[config.mk]
export PLATFORM = sky130hd
export DESIGN_NAME = dmem_responder
export DESIGN_NICKNAME = d
export VERILOG_FILES = /design/src/rtl/dmem_responder.sv
export SDC_FILE = /design/constraint.sdc
export NUM_CORES = 2
export LEC_CHECK = 0
export ABC_CLOCK_PERIOD_IN_PS = 7800
export BUFFER_PORTS_ARGS = -buffer_cell sky130_fd_sc_hd__buf_4
export CAP_MARGIN = 20
export CELL_PAD_IN_SITES_DETAIL_PLACEMENT = 0
export CELL_PAD_IN_SITES_GLOBAL_PLACEMENT = 2
export CORE_MARGIN = 1.5
export CORE_UTILIZATION = 55
export CTS_BUF_LIST = sky130_fd_sc_hd__clkbuf_2 sky130_fd_sc_hd__clkbuf_4 sky130_fd_sc_hd__clkbuf_8
export DETAILED_ROUTE_END_ITERATION = 10
export PLACE_DENSITY_LB_ADDON = 0.3
export SETUP_SLACK_MARGIN = 0.4
export SYNTH_ARGS = -nofsm -noshare
export SYNTH_HDL_FRONTEND = slang
export SYNTH_SLANG_ARGS = --single-unit
[constraint.sdc]
create_clock -name clk -period 7.8 [get_ports clk]
set_input_delay 0.78 -clock clk [delete_from_list [all_inputs] [get_ports clk]]
set_output_delay 0.78 -clock clk [all_outputs]
set_load 0.1 [all_outputs]
[src/rtl/dmem_responder.sv]
`default_nettype none
// ============================================================================
// Module   : dmem_responder
// Purpose  : Single-outstanding data-memory responder with a fixed access
//            latency. Optional misaligned-access detection is enabled by
//            defining DMEM_ALIGN_CHECK_EN.
// Revision : 1.0 - initial release
// ============================================================================
module dmem_responder #(
  parameter int DEPTH   = 64,
  parameter int LATENCY = 2
) (
  input  logic        clk,
  input  logic        reset,
  input  logic        req,
  input  logic        we,
  input  logic [31:0] a,
  input  logic [31:0] wd,
  output logic [31:0] rd,
  output logic        ready,
  output logic        busy,
  output logic        err
);

  localparam int         c_aw  = $clog2(DEPTH);
  localparam logic [3:0] c_lat = 4'(LATENCY);

  typedef enum logic [1:0] {
    S_IDLE = 2'd0,
    S_WAIT = 2'd1,
    S_DONE = 2'd2
  } state_t;

  state_t            r_state;
  state_t            w_state_nxt;
  logic [3:0]        r_cnt;
  logic [3:0]        w_cnt_nxt;
  logic              w_capture;
  logic              w_access;
  logic              w_misaligned;
  logic              w_mem_we;
  logic              w_unused_addr;
  logic              r_we;
  logic [c_aw-1:0]   r_idx;
  logic [31:0]       r_wd;
  logic [31:0]       r_rd;
  logic              r_err;
  logic [31:0]       r_mem [DEPTH];

  always_comb begin
    w_state_nxt = r_state;
    w_cnt_nxt   = r_cnt;
    w_capture   = 1'b0;
    w_access    = 1'b0;
    case (r_state)
      S_IDLE: begin
        if (req) begin
          w_capture   = 1'b1;
          w_cnt_nxt   = c_lat;
          w_state_nxt = S_WAIT;
        end
      end
      S_WAIT: begin
        if (r_cnt != 4'd0) begin
          w_cnt_nxt = r_cnt - 4'd1;
        end else begin
          w_access    = 1'b1;
          w_state_nxt = S_DONE;
        end
      end
      S_DONE:  w_state_nxt = S_IDLE;
      default: w_state_nxt = S_IDLE;
    endcase
  end

`ifdef DMEM_ALIGN_CHECK_EN
  logic [1:0] r_lo;

  always_ff @(posedge clk or posedge reset) begin
    if (reset) begin
      r_lo <= 2'b00;
    end else if (w_capture) begin
      r_lo <= a[1:0];
    end
  end

  assign w_misaligned  = (r_lo != 2'b00);
  assign w_unused_addr = ^a[31:c_aw+2];
`else
  assign w_misaligned  = 1'b0;
  assign w_unused_addr = ^{a[31:c_aw+2], a[1:0]};
`endif

  always_ff @(posedge clk or posedge reset) begin
    if (reset) begin
      r_state <= S_IDLE;
      r_cnt   <= 4'd0;
      r_we    <= 1'b0;
      r_idx   <= '0;
      r_wd    <= 32'd0;
      r_rd    <= 32'd0;
      r_err   <= 1'b0;
    end else begin
      r_state <= w_state_nxt;
      r_cnt   <= w_cnt_nxt;
      if (w_capture) begin
        r_we  <= we;
        r_idx <= a[c_aw+1:2];
        r_wd  <= wd;
      end
      if (w_access) begin
        r_err <= w_misaligned;
        if (!r_we) begin
          r_rd <= w_misaligned ? 32'd0 : r_mem[r_idx];
        end
      end
    end
  end

  // Storage is deliberately not reset; a dropped transaction never writes.
  assign w_mem_we = w_access & r_we & ~w_misaligned;

  always_ff @(posedge clk) begin
    if (w_mem_we) begin
      r_mem[r_idx] <= r_wd;
    end
  end

  assign rd    = r_rd;
  assign ready = (r_state == S_DONE);
  assign busy  = (r_state != S_IDLE);
  assign err   = ready & r_err;

endmodule
`default_nettype wire

==> metrics.yaml <==
status:
  outcome: "complete, no violations"
critical_path:
  endpoint_kind: "flop"
  crit_top_cell: "nor2_4"
  crit_arrival_ps: 5600
  path_max_fanout: 34
  critPathMaxStageDelay_ps: 910
  crit_chain: "or2b_1 > nor2_4 > nand2_1 > nor2_4 > buf_4"
  required_ps: 8490
  criticalPathCategory: "flop to flop"
  cp_slowest_cell: "nor2_4"
  cp-start-kind: "flop"
cells_and_area:
  synthToLayoutAreaGrowth_pct: 12.8
  drive_gt1_share_pct: 25.6
  final_cells: 6850
  fin_nets: 4750
  final_area_um2: 92100
clocking:
  cts-root-buf: "clkbuf_8"
  clk_latency_ps: 1050
  cts_buffers: 345
  clockBufferDepth: 4
  cts_setup_buffers: 0
  clk_pin_slew_ps: 60
  cts_sinks: 2125
  cts_tree: "done"
  htreeDepth: 5
place:
  dp.cells: 6216
  portBuffers: 75
  place.gp.congestion: 0.844
  dp_hpwl_um: 139000
  placed_area_um2: 85000
synth:
  synth.top_cells.by_count: "edfxtp_1 (2048), nand2_1 (227), mux2i_1 (204), mux4_2 (198), a221oi_1 (176)"
  synth_edf_count: 2048
  synth.largest_area_cell: "edfxtp_1"
  synthDistinctLibCells: 73
  synthTopCellsByArea: "edfxtp_1 (75%), mux4_2 (5.5%), mux2i_1 (2.5%)"
  yosys_warnings: 0
  syn_inst: 4324
  yosysSeqAreaShare_pct: 77.7
  synth_most_common_cell: "edfxtp_1"
  synth_nets: 4394
  async_flop_share_pct: 3.62
  ys_ff_latch: 2125
  synth_top_cell_area_share_pct: 75.4
  synth-main-ff-cell: "edfxtp_1"
  netlist_area_um2: 81600
  synth_area_per_cell_um2: 18.9
power:
  p_switching_w: 0.0131
  power.density_nw_per_um2: 387
  peakVddDrop_mv: 0.347
  p_int_w: 0.0225
  switching_share_pct: 36.9
  power_w: 0.0356
  clkPwrFrac_pct: 26.0
  seqPwrFrac_pct: 41.6
  p_comb_share_pct: 32.3
  p_leak_nw: 29.8
sta:
  fin_tns_setup_ps: 0
  slew_headroom_pct: 16.1
  hold_ws_ps: 92.2
  max_slew.worst_pin.slew_ps: 1240
  rsz0062_at_grt: "no"
  skew_ps: 50.2
  fin_crit_sh_pct: 63.0
  final_hold_viol_count: 0
  slew_viol_final: 0
  setup_viol_count_final: 0
  post-route-min-period_ps: 4910
  clock.fmax_ghz: 0.204
routing:
  ant_nets: 0
  wire_per_inst_um: 36.5
  drt-total-wl_um: 250000
  dr.pass1.iters: 6
  first_iter_violations: 7377
  drc_errors: 0
  vias: 46500
  routed_via_density: 6.79
job:
  drv_cap: 0
worst_hold_path:
  hold_class: "primary input to flop"
die:
  floorplan.initialDensity_pct: 55.3
  ioPinCount: 103
  rows: 141
  fp.dieH_um: 388
  core_um2: 147000
  chipWidth_um: 388
  die_area_um2: 151000
global_routing:
  antenna_found_initial: 13
  grt_pass1_wl_um: 346000
  grt.overflow.total: 0
  grt.total_usage_pct: 33.1
  grt_pass1_vias: 44700
  grt_max_degree: 114
## power groups by stage
stage          clock network [W]  logic, W  registers (W)
3_3_place_gp                   0    0.0107         0.0153
4_1_cts                  0.00934    0.0109         0.0151
2_1_floorplan                  0   0.00563         0.0159
6_report                 0.00927    0.0115         0.0148
3_5_place_dp                   0    0.0108         0.0153
5_1_grt                  0.00983    0.0119         0.0149
## logic make-up (layout without fill, tap and decap cells)
family | after synthesis | after routing | share of synthesized area, %
mux | 539 | 539 | 9.86
fa+ha+maj | 2 | 2 | 0.0307
simple gates | 510 | 510 | 2.68
compound gates | 845 | 845 | 7.61
flops | 2125 | 2125 | 77.7
other cells | 1 | 2 | 0.00460
xor+xnor | 2 | 2 | 0.0215
buf+inv | 300 | 895 | 2.05
## stage by stage
| stage | worst slack (ps) | utilization, % |
|---|---|---|
| CTS | 3030 | 62.3 |
| global placement | 3100 | 57.6 |
| finish | 2890 | 62.4 |
| detailed placement | 3040 | 57.7 |
| floorplan | 4380 | - |
| global route | 2890 | 62.4 |
## worst paths after layout
check                                           from                      to  slack (ps)  cells past startpoint
min in group asynchronous                      reset    r_wd[23]$_DFFE_PP0P_         370                      3
worst min-delay path                          wd[19]    r_wd[19]$_DFFE_PP0P_          90                      3
worst max register to register  r_idx[1]$_DFFE_PP0P_  r_mem[30][3]$_DFFE_PP_        2890                      5
max in group asynchronous                      reset    r_idx[0]$_DFFE_PP0P_        5970                      4
worst min register to register  r_wd[18]$_DFFE_PP0P_    r_wd[18]$_DFFE_PP0P_         480                      2
worst max-delay path            r_idx[1]$_DFFE_PP0P_  r_mem[30][3]$_DFFE_PP_        2890                      5
## state kept, by name, indices dropped and copies added, names as in the netlist
register  flops
r_idx         6
r_mem      2048
r_we          1
rd           32
r_cnt         4
r_state       2
r_wd         32
## layout by cell type, fill, tap and decap left out, drive strengths merged, types with 8 or more instances in the layout
cell and count:
a221oi 178, a31oi 42, buf 262, a22o 26
o211ai 17, a211oi 17, nand2 227, o32a 19
clkbuf 492, inv 10, a221o 42, nor2 169
o2bb2ai 11, and3 11, nor2b 9, o21ai 121
nand3 39, mux4 198, dfrtp 77, clkinv 85
and2 8, a22oi 127, mux2i 204, a222oi 14
edfxtp 2048, o22ai 71, dlygate4sd3 38, mux2 137
a21oi 104
## cell type report
cell class,count,area (um^2)
sequential,2125,63500
fill,10500,55400
multi-input combinational,1899,17100
clock buffer,492,5980
timing repair buffer,300,2570
tap,1930,2410
clock inverter,94,494
inverter,9,46.3
antenna,1,2.50
## critical path, delay by kind of cell, from the launching register on
family / cells / cell delay [ps]
simple gates: 4 / 3240
buf+inv: 1 / 450
flops: 1 / 850
## metal layers
metal / wire [um] / share of wire, % / global-route usage (%)
met1: 94500 / 38 / 47.2
met2: 114000 / 46 / 49.7
met3: 33600 / 13 / 9.93
met4: 7670 / 3.1 / 10.3
met5: 51 / 0.020 / 0
## what timing repair did
item	in CTS	in global routing
gates resized for setup	0	0
endpoints found under the hold margin	76	0
hold buffers	38	0
(Power assumes the default switching activity.)
